--- src/rtl/demux32_1to2_stream.sv ---
// demux32_1to2_stream: 1-to-2 valid/ready stream demultiplexer.
// Each destination (A, B) owns an independent 2-entry FIFO. inReady looks only
// at the FIFO picked by sel, so a full destination never stalls the other one.
// Optional build macro: DEMUX32_XFER_COUNT_EN adds 16-bit per-destination
// output-transfer counters on ports cntA / cntB.
module demux32_1to2_stream #(
    parameter int WIDTH = 32
) (
    input  logic             Clk,
    input  logic             Reset,
    input  logic [WIDTH-1:0] in,
    input  logic             sel,
    input  logic             inValid,
    output logic             inReady,
    output logic [WIDTH-1:0] outA,
    output logic             outAValid,
    input  logic             outAReady,
    output logic [WIDTH-1:0] outB,
    output logic             outBValid,
    input  logic             outBReady
`ifdef DEMUX32_XFER_COUNT_EN
    ,
    output logic [15:0]      cntA,
    output logic [15:0]      cntB
`endif
);

    typedef enum logic [1:0] {
        ST_EMPTY = 2'd0,
        ST_ONE   = 2'd1,
        ST_TWO   = 2'd2
    } fifo_state_e;

    // Index 0 is destination A, index 1 is destination B.
    fifo_state_e      state_q [2];
    fifo_state_e      state_d [2];
    logic [WIDTH-1:0] head_q  [2];
    logic [WIDTH-1:0] head_d  [2];
    logic [WIDTH-1:0] tail_q  [2];
    logic [WIDTH-1:0] tail_d  [2];
    logic             valid   [2];
    logic             out_rdy [2];
    logic             wr      [2];
    logic             rd      [2];

    // Handshake decode: acceptance depends only on the selected FIFO's fill level.
    always_comb begin
        out_rdy[0] = outAReady;
        out_rdy[1] = outBReady;
        inReady    = (state_q[sel] != ST_TWO);
        for (int unsigned d = 0; d < 2; d++) begin
            valid[d] = (state_q[d] != ST_EMPTY);
            wr[d]    = inValid && inReady && (sel == 1'(d));
            rd[d]    = valid[d] && out_rdy[d];
        end
    end

    // Head is exposed only while the FIFO holds data; an empty FIFO shows zero.
    always_comb begin
        outAValid = valid[0];
        outBValid = valid[1];
        outA      = valid[0] ? head_q[0] : '0;
        outB      = valid[1] ? head_q[1] : '0;
    end

    // Per-FIFO next state: a write into a full FIFO cannot happen because
    // inReady is low for that destination.
    always_comb begin
        for (int unsigned d = 0; d < 2; d++) begin
            state_d[d] = state_q[d];
            head_d[d]  = head_q[d];
            tail_d[d]  = tail_q[d];
            case (state_q[d])
                ST_EMPTY: begin
                    if (wr[d]) begin
                        state_d[d] = ST_ONE;
                        head_d[d]  = in;
                    end
                end
                ST_ONE: begin
                    if (wr[d] && rd[d]) begin
                        head_d[d]  = in;
                    end else if (wr[d]) begin
                        state_d[d] = ST_TWO;
                        tail_d[d]  = in;
                    end else if (rd[d]) begin
                        state_d[d] = ST_EMPTY;
                    end
                end
                ST_TWO: begin
                    if (rd[d]) begin
                        state_d[d] = ST_ONE;
                        head_d[d]  = tail_q[d];
                    end
                end
                default: state_d[d] = ST_EMPTY;
            endcase
        end
    end

    // FIFO storage and state registers, cleared asynchronously.
    always_ff @(posedge Clk or negedge Reset) begin
        if (!Reset) begin
            for (int unsigned d = 0; d < 2; d++) begin
                state_q[d] <= ST_EMPTY;
                head_q[d]  <= '0;
                tail_q[d]  <= '0;
            end
        end else begin
            for (int unsigned d = 0; d < 2; d++) begin
                state_q[d] <= state_d[d];
                head_q[d]  <= head_d[d];
                tail_q[d]  <= tail_d[d];
            end
        end
    end

`ifdef DEMUX32_XFER_COUNT_EN
    logic [15:0] cnt_q [2];
    logic [15:0] cnt_d [2];

    // Count output transfers per destination; wraps naturally at 16 bits.
    always_comb begin
        for (int unsigned d = 0; d < 2; d++) begin
            cnt_d[d] = cnt_q[d] + 16'(rd[d]);
        end
    end

    // Counter registers, cleared asynchronously.
    always_ff @(posedge Clk or negedge Reset) begin
        if (!Reset) begin
            for (int unsigned d = 0; d < 2; d++) begin
                cnt_q[d] <= '0;
            end
        end else begin
            for (int unsigned d = 0; d < 2; d++) begin
                cnt_q[d] <= cnt_d[d];
            end
        end
    end

    assign cntA = cnt_q[0];
    assign cntB = cnt_q[1];
`endif

endmodule

--- config.mk ---
export PLATFORM = sky130hd
export DESIGN_NAME = demux32_1to2_stream
export DESIGN_NICKNAME = d
export VERILOG_FILES = /design/src/rtl/demux32_1to2_stream.sv
export SDC_FILE = /design/constraint.sdc
export NUM_CORES = 1
export LEC_CHECK = 0
export ABC_AREA = 1
export BUFFER_PORTS_ARGS = -buffer_cell sky130_fd_sc_hd__buf_2
export CAP_MARGIN = 25
export CORE_MARGIN = 2
export CORE_UTILIZATION = 30
export DETAILED_ROUTE_END_ITERATION = 16
export PLACE_DENSITY = 0.45
export SETUP_SLACK_MARGIN = 0.15
export SLEW_MARGIN = 10
export SYNTH_ARGS = -nofsm -noshare
export SYNTH_HDL_FRONTEND = slang
export SYNTH_SLANG_ARGS = --single-unit
--- constraint.sdc ---
create_clock -name Clk -period 3.1 [get_ports Clk]
set_clock_uncertainty 0.1 [all_clocks]
set_input_delay 0.155 -clock Clk [delete_from_list [all_inputs] [get_ports Clk]]
set_output_delay 0.155 -clock Clk [all_outputs]
set_load 0.03 [all_outputs]
==> Word level (Yosys, flattened, before mapping) <==
Index checks and enable logic that the tools add are counted.
{ "word_totals": {"ff_bits": 132, "inputBits": 38, "output_inout_bits": 67, "elab_cells": 70} }
{ "classes": {"magnitude_cmp": 1, "eq_ne": 15, "mux": 25, "bitwise": 4, "reduce_logical": 19} }
{ "op_table": {"columns": ["op", "count"], "rows": [
  ["32-bit 2-to-1 mux", 8],
  ["32-bit case mux with 3 select lines", 2],
  ["2-bit 2-to-1 mux", 13],
  ["2-bit inequality test, second input constant", 9],
  ["4-bit AND reduction", 4],
  ["2-bit case mux with 3 select lines", 2],
  ["1-bit logical AND", 7],
  ["3-bit inequality test, second input constant", 2],
  ["3-bit AND reduction", 2],
  ["3-bit nonzero test", 2],
  ["2-bit by 1-bit == test with 1-bit output, second input constant", 2],
  ["2-bit == test, second input constant", 2],
  ["2-bit logical NOT", 2],
  ["2-bit nonzero test", 2],
  ["1-bit inverter", 3],
  ["2-bit greater-or-equal comparator, second input constant", 1],
  ["1-bit inverter with 2-bit output", 1]
]} }

==> Longest topological paths before layout <==
Gate-level depths: netlist of run 1.
{ "logic_depth": {"word_depth": 10, "mapped_depth": 8, "depth_no_buf": 7} }

==> Least setup slack after synthesis of run 1 <==
Ideal clock, no wire load.
{ "synth_path": {"path_type": "register to output", "start": "reg state_q[3] (netlist name)", "end": "out outA[10]", "arrival_ps": 1435, "required_ps": 2845, "setup_slack_ps": 1410, "stages_incl_launch_ff": 6, "path_buffers": 1, "path_cell_list": "dfrtp_1 > inv_1 > nand2_1 > inv_1 > clkbuf_1 > nor2_1"} }
{ "synth_between": {"elab_chain_cells": 2} }
{ "synth_lines": {"columns": ["element", "line_no", "text"], "rows": [
  ["from (decl)", "35", "fifo_state_e state_q [2];"],
  ["from (signal, indexed assignment)", "111", "state_q[d] <= state_d[d];"],
  ["2-bit nonzero test", "52", "valid[d] = (state_q[d] != ST_EMPTY);"],
  ["via outAValid", "16", "output logic outAValid,"],
  ["32-bit 2-to-1 mux", "62", "outA = valid[0] ? head_q[0] : '0;"],
  ["to (decl)", "15", "output logic [WIDTH-1:0] outA,"]
]} }
The timed path passes the listed nets, and every way through them passes these cells.

==> Final worst setup path of run 1 <==
{ "layout_path": {"start": "reg state_q[3] (netlist name)", "end": "out outA[24]"} }
{ "layout_between": {"elab_chain_cells": 2} }
{ "layout_lines": {"columns": ["element", "line_no"], "rows": [
  ["2-bit nonzero test", "52"],
  ["32-bit 2-to-1 mux", "62"]
]} }
Every way passes these cells.

==> results of run 1 <==
==> path summary, 6_finish.rpt <==
path	endpoint	slack [ns]
max	outA[24]	0.89
min	state_q[0]	0.07
max reg2reg	tail_q[36]	1.00
min reg2reg	head_q[33]	0.37
max in group asynchronous	head_q[55]	1.92
min in group asynchronous	head_q[2]	0.18
==> kinds of logic after synthesis <==
kind of cell | count (synthesis) | synth area share
compound gates | 130 | 0.102
buf+inv | 187 | 0.120
flops | 132 | 0.518
simple gates | 410 | 0.260
==> critical path, stage by stage (launching register included) <==
cell,delay (ns)
dfrtp_1,0.39
inv_1,0.08
nand2_1,0.10
inv_1,0.65
nor2_1,0.10
buf_2,0.21
==> metal layers <==
layer / track usage / up-vias
li1: - / 2865
met2: 0.208 / 121
met3: 0.0409 / 15
met5: 0 / -
met1: 0.231 / 2354
met4: 0.0552 / 0
==> cells in the mapped netlist <==
cell type / instances / area [µm²]
buf_4: 9 / 67.6
nor2_4: 2 / 22.5
buf_2: 22 / 110
nor2_1: 65 / 244
inv_2: 1 / 3.75
o22ai_1: 1 / 6.26
clkbuf_1: 13 / 48.8
nand3_1: 67 / 335
o21ai_1: 5 / 25.0
a21oi_1: 1 / 5.00
o21ai_0: 123 / 616
inv_1: 136 / 510
nand2_2: 3 / 18.8
nand4_1: 4 / 25.0
dfrtp_1: 132 / 3300
nand2_1: 269 / 1010
buf_1: 3 / 11.3
clkbuf_2: 3 / 15.0
==> report_power, final <==
part | switching (mW) | internal (mW) | total [mW]
Sequential | 0.234 | 2.35 | 2.58
Combinational | 1.15 | 0.539 | 1.69
Clock | 0.707 | 1.07 | 1.77
Total | 2.09 | 3.95 | 6.05
==> cell type report <==
| class | count | area [µm²] | area share |
|---|---|---|---|
| Sequential cell | 132 | 3300 | 0.413 |
| Multi-Input combinational cell | 540 | 2310 | 0.289 |
| Timing Repair Buffer | 153 | 1010 | 0.126 |
| Inverter | 137 | 514 | 0.0644 |
| Clock buffer | 24 | 482 | 0.0603 |
| Tap cell | 275 | 344 | 0.0431 |
| Clock inverter | 6 | 30.0 | 0.00376 |
==> stage by stage <==
step	setup WS, ns	utilization	power (mW)	cell area, µm²
after floorplan	1.41	-	3.79	6380
after global placement	1.05	0.340	4.27	7120
after detailed placement	0.997	0.340	4.29	7120
after CTS	0.796	0.381	6.14	7990
after global routing	0.634	0.381	6.52	7990
final	0.890	0.381	6.05	7990
==> flip-flops by register name, summed over array words and instances, names as in the netlist <==
name / flops
state_q: 4
head_q: 64
tail_q: 64
==> timing repair <==
item / CTS / global route
hold endpoints to repair: 126 / 0
resized for setup: 0 / 0
setup endpoints to repair: 0 / 0
buffers inserted: 0 / 0
hold buffers: 36 / 0
==> cell usage in the layout, fill, tap and decap left out <==
| cell | count |
|---|---|
| a21oi_1 | 1 |
| buf_12 | 2 |
| buf_2 | 103 |
| buf_4 | 11 |
| buf_6 | 1 |
| clkbuf_1 | 4 |
| clkbuf_16 | 17 |
| clkbuf_8 | 3 |
| clkinv_2 | 6 |
| dfrtp_1 | 132 |
| dlygate4sd3_1 | 36 |
| inv_1 | 136 |
| inv_2 | 1 |
| nand2_1 | 269 |
| nand2_2 | 3 |
| nand3_1 | 67 |
| nand4_1 | 4 |
| nor2_1 | 65 |
| nor2_4 | 2 |
| o21ai_0 | 123 |
| o21ai_1 | 5 |
| o22ai_1 | 1 |
==> results.json, run 1 <==
{
  "hold_path_depth": 4,
  "cp-end-kind": "primary output",
  "syn_area_per_cell_um2": 7.42,
  "hold_start": "inValid",
  "grt_pass1_vias": 5108,
  "topRoutingLayerUsed": "met4",
  "nNetsFinal": 1019,
  "routedLengthMet1_mm": 8.77,
  "die-width_um": 150,
  "tightest_slew_ns": 0.869,
  "start_util": 0.304,
  "io_buffers": 104,
  "final-max-slew-violation-count": 0,
  "io_pins": 105,
  "vdd_drop_max_mv": 0.344,
  "h-tree-depth": 4,
  "max_freq_ghz": 0.453,
  "ys_ff_latch": 132,
  "grt_pass1_wl_mm": 26.7,
  "dr_wl_met3_um": 827,
  "clk_pin_slew_worst_paths_ns": 0.05,
  "diodes": 0,
  "drive_gt1_frac": 0.150,
  "wl_mm": 16.4,
  "max_cap_violations": 0,
  "power_density_nw_per_um2": 757,
  "hold_violations": 0,
  "crit-reg2reg-launch": "state_q[3]",
  "cts_buffer_depth": 2,
  "fin_cells": 1267,
  "crit_required_ns": 2.84,
  "die-area_um2": 22400,
  "leakage_nw": 4.35,
  "post-route-period-util": 0.713,
  "gp_congestion": 0.727,
  "grt_max_degree": 65,
  "netlist_area_um2": 6380,
  "ant_nets": 0,
  "rsz0062_at_grt": "false",
  "drc": 0,
  "crit_start": "state_q[3]",
  "synthCells": 859,
  "overflow": 0,
  "antenna_found_initial": 0,
  "nFillCells": 2246,
  "ys_seq_area_frac": 0.518,
  "drt-initial-drc-count": 360,
  "syn2layout_area_growth_pct": 25.3,
  "dp_hpwl_mm": 11.1,
  "finalHoldWorstSlack_ns": 0.0694,
  "cts_inserted_buffers": 17,
  "wl_met2_mm": 6.53,
  "clock-sinks": 132,
  "synth_nets": 897,
  "netlist-cell-type-count": 18,
  "fin_crit_ns": 2.21,
  "cts-root-buf": "clkbuf_16",
  "dieHeight_um": 150,
  "slew_headroom": 0.420,
  "rows": 53,
  "arrival_ns": 1.95,
  "cts_tree": "done",
  "cp-start-kind": "flop",
  "grtUsageTotal": 0.153,
  "status": "completed",
  "setup_tns_ns": 0,
  "reg2regPathDepth": 5,
  "clk_latency_ns": 0.41,
  "core_area_um2": 21000,
  "first_pass_iters": 4,
  "final-setup-viol-count": 0,
  "vias": 5355,
  "hold_class": "input port to flop",
  "yosysWarnings": 0,
  "via_per_inst": 4.23,
  "routedWlPerCell_um": 12.9,
  "worstSetupPathType": "flop to primary output",
  "critPathMaxFanout": 32,
  "dpl.cell_count": 1201
}
Power figures use the tool's default switching activity.
==> run 2, diff against run 1 <==
--- a/config.mk
+++ b/config.mk
@@ -11,7 +11,7 @@
 export CORE_MARGIN = 2
 export CORE_UTILIZATION = 30
 export DETAILED_ROUTE_END_ITERATION = 16
-export PLACE_DENSITY = 0.45
+export PLACE_DENSITY = 0.47
 export SETUP_SLACK_MARGIN = 0.15
 export SLEW_MARGIN = 10
 export SYNTH_ARGS = -nofsm -noshare
==> constraint.sdc (replaced) <==
create_clock -name Clk -period 1.8 [get_ports Clk]
set_clock_uncertainty 0.1 [all_clocks]
set_input_delay 0.09 -clock Clk [delete_from_list [all_inputs] [get_ports Clk]]
set_output_delay 0.09 -clock Clk [all_outputs]
set_load 0.03 [all_outputs]
==> run 2 against run 1 <==
Against the previous run: via count up 6.5%; critical endpoint is now outA[11]; critical path type unchanged; final cell count rose by 3.0%; setup slack got worse by 0.77 ns; final area increased by 19%; non-clock buffer count rose by 37; count of clock-buffer cells in the layout is 2 lower; clock power is 94% higher; first-iteration DRC count down 7.2%; combinational power grew to 2.5 times the previous value; flip-flop and latch count stayed put.
==> results.json, run 2 (synthesis results as in run 1) <==
{
  "reg2regPathDepth": 7,
  "tightest_slew_ns": 0.520,
  "cts-root-buf": "clkbuf_16",
  "clk_pin_slew_worst_paths_ns": 0.06,
  "leakage_nw": 4.76,
  "hold_class": "input port to async pin",
  "first_pass_iters": 5,
  "critPathMaxFanout": 8,
  "final_common_cell": "nand2_1",
  "routedWlPerCell_um": 14.0,
  "final-setup-viol-count": 0,
  "seqCellArea_um2": 3300,
  "vias": 5703,
  "grtUsageTotal": 0.166,
  "drc": 0,
  "max_freq_ghz": 0.596,
  "rows": 53,
  "grt_max_degree": 53,
  "worstSetupPathType": "flop to primary output",
  "p_total_mw": 12.1,
  "ant_nets": 0,
  "grt_pass1_wl_mm": 28.9,
  "setup_tns_ns": 0,
  "drt-initial-drc-count": 334,
  "dp_hpwl_mm": 11.2,
  "status": "completed",
  "antenna_found_initial": 0,
  "h-tree-depth": 4,
  "wl_mm": 18.3,
  "switching_share": 0.349,
  "fin_cells": 1305,
  "io_pins": 105,
  "diodes": 0,
  "die-area_um2": 22400,
  "cts_tree": "done",
  "p_int_mw": 7.89,
  "dpl.cell_count": 1211,
  "nNetsFinal": 1056,
  "gp_congestion": 0.760,
  "start_util": 0.304,
  "drive_gt1_frac": 0.256,
  "final_cell_mix": "nand2_1, dfrtp_1, inv_1",
  "core_area_um2": 21000,
  "cts_buffer_depth": 2,
  "arrival_ns": 1.49,
  "multiInputGateArea_um2": 2770,
  "pwr-share-seq": 0.367,
  "p_comb_frac": 0.349,
  "rsz0062_at_grt": "true",
  "hold_violations": 0,
  "post-route-period-util": 0.932,
  "dieHeight_um": 150,
  "power_density_nw_per_um2": 1270,
  "cp-end-kind": "primary output",
  "grt_pass1_vias": 5482,
  "cts_inserted_buffers": 17,
  "reg_top3": "head_q (64), tail_q (64), state_q (4)",
  "fin_crit_ns": 1.68,
  "slew_headroom": 0.654,
  "netSwitchingPower_mw": 4.22,
  "cp-start-kind": "flop",
  "die-width_um": 150,
  "nFillCells": 2133,
  "crit_required_ns": 1.61,
  "final-max-slew-violation-count": 0,
  "max_cap_violations": 0,
  "clk_latency_ns": 0.42,
  "clock-sinks": 132,
  "overflow": 0,
  "vdd_drop_max_mv": 0.654,
  "via_per_inst": 4.37,
  "power.share.clock": 0.284,
  "syn2layout_area_growth_pct": 49.1,
  "io_buffers": 104
}
==> run 2: cell count changes in the layout (fill, tap and decap cells not counted), moves of 13 or more <==
cell	delta
buf_4	+15
buf_6	+68
nor2_4	+51
nor2_2	+13
nor2_1	-64
buf_2	-65
==> run 2: through the flow <==
step / hold WS (ns) / utilization / cell area (µm²) / setup slack [ns]
3_3_place_gp: -0.0138 / 0.347 / 7270 / 0.306
3_5_place_dp: -0.0175 / 0.347 / 7270 / 0.256
2_1_floorplan: -0.306 / - / 6380 / 0.175
4_1_cts: 0.108 / 0.417 / 8750 / 0.107
6_report: 0.0829 / 0.454 / 9510 / 0.123
5_1_grt: 0.135 / 0.454 / 9510 / 0.0558
==> run 2: layout make-up <==
| class | instances | area share |
|---|---|---|
| Tap cell | 275 | 0.0362 |
| Timing Repair Buffer | 190 | 0.209 |
| Inverter | 137 | 0.0551 |
| Clock buffer | 22 | 0.0509 |
| Sequential cell | 132 | 0.347 |
| Clock inverter | 9 | 0.0108 |
| Multi-Input combinational cell | 540 | 0.291 |
==> run 2: power by group through the flow <==
stage | logic [mW] | registers [mW] | clock network, mW
after global routing | 4.73 | 4.58 | 3.66
after global placement | 2.94 | 4.47 | 0
after CTS | 3.59 | 4.45 | 3.51
after detailed placement | 2.96 | 4.49 | 0
final | 4.23 | 4.44 | 3.44
after floorplan | 2.14 | 4.39 | 0
==> run 2: worst paths after layout <==
| path | start | endpoint | slack [ns] |
|---|---|---|---|
| setup / recovery | state_q[3] | outA[11] | 0.12 |
| hold / removal | Reset | tail_q[2] | 0.08 |
| setup reg to reg | state_q[3] | tail_q[50] | 0.21 |
| hold reg to reg | head_q[36] | head_q[36] | 0.37 |
| max in group asynchronous | Reset | tail_q[14] | 0.91 |
| min in group Clk | outBReady | state_q[1] | 0.36 |
==> run 2: critical path, stage by stage (launching register included) <==
cell and delay (ns):
dfrtp_1 0.42, inv_2 0.10, nand2_4 0.07, inv_8 0.09, clkbuf_16 0.18, nor2_2 0.04, buf_4 0.16
==> run 2: metal layers <==
layer / GRT usage / share of wire / up-vias
met2: 0.236 / 0.45 / 125
met3: 0.0384 / 0.039 / 20
met4: 0.0580 / 0.016 / 0
met5: 0 / 0 / -
met1: 0.247 / 0.49 / 2609
li1: - / - / 2949
==> run 2: timing repair <==
item                                    in CTS  in global routing
hold buffers                                37                  0
hold endpoints to repair                   208                  0
endpoints found under the setup margin      65                164
gates cloned                                 4                  5
pin swaps                                    4                  5
resized for setup                          120                161
setup buffers                               11                  6
==> run 3, diff against run 2 <==
--- a/config.mk
+++ b/config.mk
@@ -6,12 +6,14 @@
 export NUM_CORES = 1
 export LEC_CHECK = 0
 export ABC_AREA = 1
+export ABC_CLOCK_PERIOD_IN_PS = 1800
 export BUFFER_PORTS_ARGS = -buffer_cell sky130_fd_sc_hd__buf_2
 export CAP_MARGIN = 25
 export CORE_MARGIN = 2
-export CORE_UTILIZATION = 30
+export CORE_UTILIZATION = 40
 export DETAILED_ROUTE_END_ITERATION = 16
-export PLACE_DENSITY = 0.47
+export GPL_ROUTABILITY_DRIVEN = 0
+export PLACE_DENSITY = 0.59
 export SETUP_SLACK_MARGIN = 0.15
 export SLEW_MARGIN = 10
 export SYNTH_ARGS = -nofsm -noshare
==> run 3 against run 2 <==
Against the previous run: critical path depth is the same; total power fell by 3.2%; combinational power is 13% lower; sequential share of layout area increased by 2.3 points; sequential power about the same; final area is 6.3% lower; die area down 24%; utilization is 11 points higher; critical endpoint is now outB[24].
==> results.json, run 3 (synthesis results as in run 1) <==
{
  "switching_share": 0.341,
  "drive_gt1_frac": 0.222,
  "cp-end-kind": "primary output",
  "setup_tns_ns": 0,
  "final-setup-viol-count": 0,
  "crit_required_ns": 1.61,
  "dp_hpwl_mm": 10.7,
  "h-tree-depth": 4,
  "vdd_drop_max_mv": 0.696,
  "io_buffers": 104,
  "max_freq_ghz": 0.595,
  "routedWlPerCell_um": 13.8,
  "antenna_found_initial": 0,
  "worstSetupPathType": "flop to primary output",
  "place_ws_ns": 0.290,
  "diodes": 0,
  "rsz0062_at_grt": "true",
  "reg_top3": "head_q (64), tail_q (64), state_q (4)",
  "post-route-period-util": 0.934,
  "vias": 5688,
  "p_total_mw": 11.7,
  "hold_class": "input port to async pin",
  "cts-root-buf": "clkbuf_16",
  "first_pass_iters": 5,
  "power.share.clock": 0.306,
  "final_common_cell": "nand2_1",
  "final-max-slew-violation-count": 0,
  "crit_path_cell_trace": "inv_2 > nand2_4 > inv_8 > clkbuf_16 > nor2_1 > buf_4",
  "leakage_nw": 4.66,
  "cts_inserted_buffers": 17,
  "cp-start-kind": "flop",
  "pwr-share-seq": 0.381,
  "io_pins": 105,
  "p_int_mw": 7.72,
  "rows": 46,
  "cts_buffer_depth": 2,
  "max_cap_violations": 0,
  "via_per_inst": 4.60,
  "core_area_um2": 15700,
  "dieHeight_um": 130,
  "p_comb_frac": 0.313,
  "start_util": 0.406,
  "crit_slowest_cell": "dfrtp_1",
  "final_cell_mix": "nand2_1, dfrtp_1, inv_1",
  "crit-reg2reg-launch": "state_q[2]",
  "cpPeakStageDelay_ns": 0.40,
  "power_density_nw_per_um2": 1320,
  "cts_tree": "done",
  "drc": 0,
  "grt_pass1_wl_mm": 27.4,
  "ant_nets": 0,
  "grtUsageTotal": 0.209,
  "tightest_slew_ns": 0.710,
  "grt_max_degree": 65,
  "overflow": 0,
  "slew_headroom": 0.525,
  "clk_pin_slew_worst_paths_ns": 0.06,
  "syn2layout_area_growth_pct": 39.8,
  "hold_violations": 0,
  "arrival_ns": 1.49,
  "finalWorstSetupSlack_ns": 0.119,
  "placed_area_um2": 7200,
  "finish.instance_area_um2": 8910,
  "grt_pass1_vias": 5388,
  "crit_start": "state_q[1]",
  "fin_crit_ns": 1.68,
  "status": "completed",
  "die-area_um2": 17000,
  "drt-initial-drc-count": 458,
  "critPathMaxFanout": 8,
  "wl_mm": 17.0,
  "clock-sinks": 132,
  "die-width_um": 130,
  "clk_latency_ns": 0.43,
  "nNetsFinal": 1046,
  "timing.reg2reg.setup_slack_ns": 0.26,
  "netSwitchingPower_mw": 4.00
}
-- run 3: layout make-up --
| type | instances | area (µm²) |
|---|---|---|
| clock buffer | 20 | 467 |
| clock inverter | 12 | 154 |
| fill | 1472 | 6800 |
| inverter | 137 | 524 |
| multi-input combinational | 540 | 2520 |
| sequential | 132 | 3300 |
| tap | 216 | 270 |
| timing repair buffer | 180 | 1670 |
-- run 3: through the flow --
stage	util	hold WS [ns]	std cells
global placement	0.458	-0.162	1154
detailed placement	0.458	-0.158	1154
finish	0.567	0.121	1237
global route	0.567	0.141	1237
CTS	0.541	0.0800	1231
floorplan	-	-0.306	859
-- run 3: worst max-delay path: cells and delay by family (launching register included) --
kind / cells / cell delay [ns]
buffers and inverters: 4 / 0.54
AND/OR/NAND/NOR: 2 / 0.13
flip-flops: 1 / 0.40
-- run 3: metal layers --
| layer | part of all wire | vias up | track usage |
|---|---|---|---|
| met2 | 0.44 | 164 | 0.302 |
| met5 | 0 | - | 0 |
| li1 | - | 2932 | - |
| met3 | 0.052 | 24 | 0.0390 |
| met4 | 0.017 | 0 | 0.0772 |
| met1 | 0.49 | 2568 | 0.314 |
-- run 3: power by group through the flow --
stage          Clock [mW]  Combinational, mW  Sequential (mW)
2_1_floorplan           0               2.14             4.39
3_3_place_gp            0               2.90             4.49
3_5_place_dp            0               2.96             4.50
4_1_cts              3.66               3.31             4.46
5_1_grt              3.79               4.16             4.59
6_report             3.59               3.67             4.46
-- run 3: worst paths after layout --
check | endpoint | depth (start not counted)
min reg2reg | head_q[45] | 2
max reg2reg | head_q[63] | 7
max in group asynchronous | tail_q[30] | 3
max | outB[24] | 6
min | head_q[2] | 3
min in group Clk | state_q[3] | 4
-- run 3: repair_timing --
action                                  in CTS  in global routing
setup buffers                                3                  4
hold buffers                                38                  0
endpoints found under the hold margin      226                  0
gates cloned                                 4                  2
gates resized for setup                     66                117
endpoints found under the setup margin      65                 79
pin swaps                                    1                  3
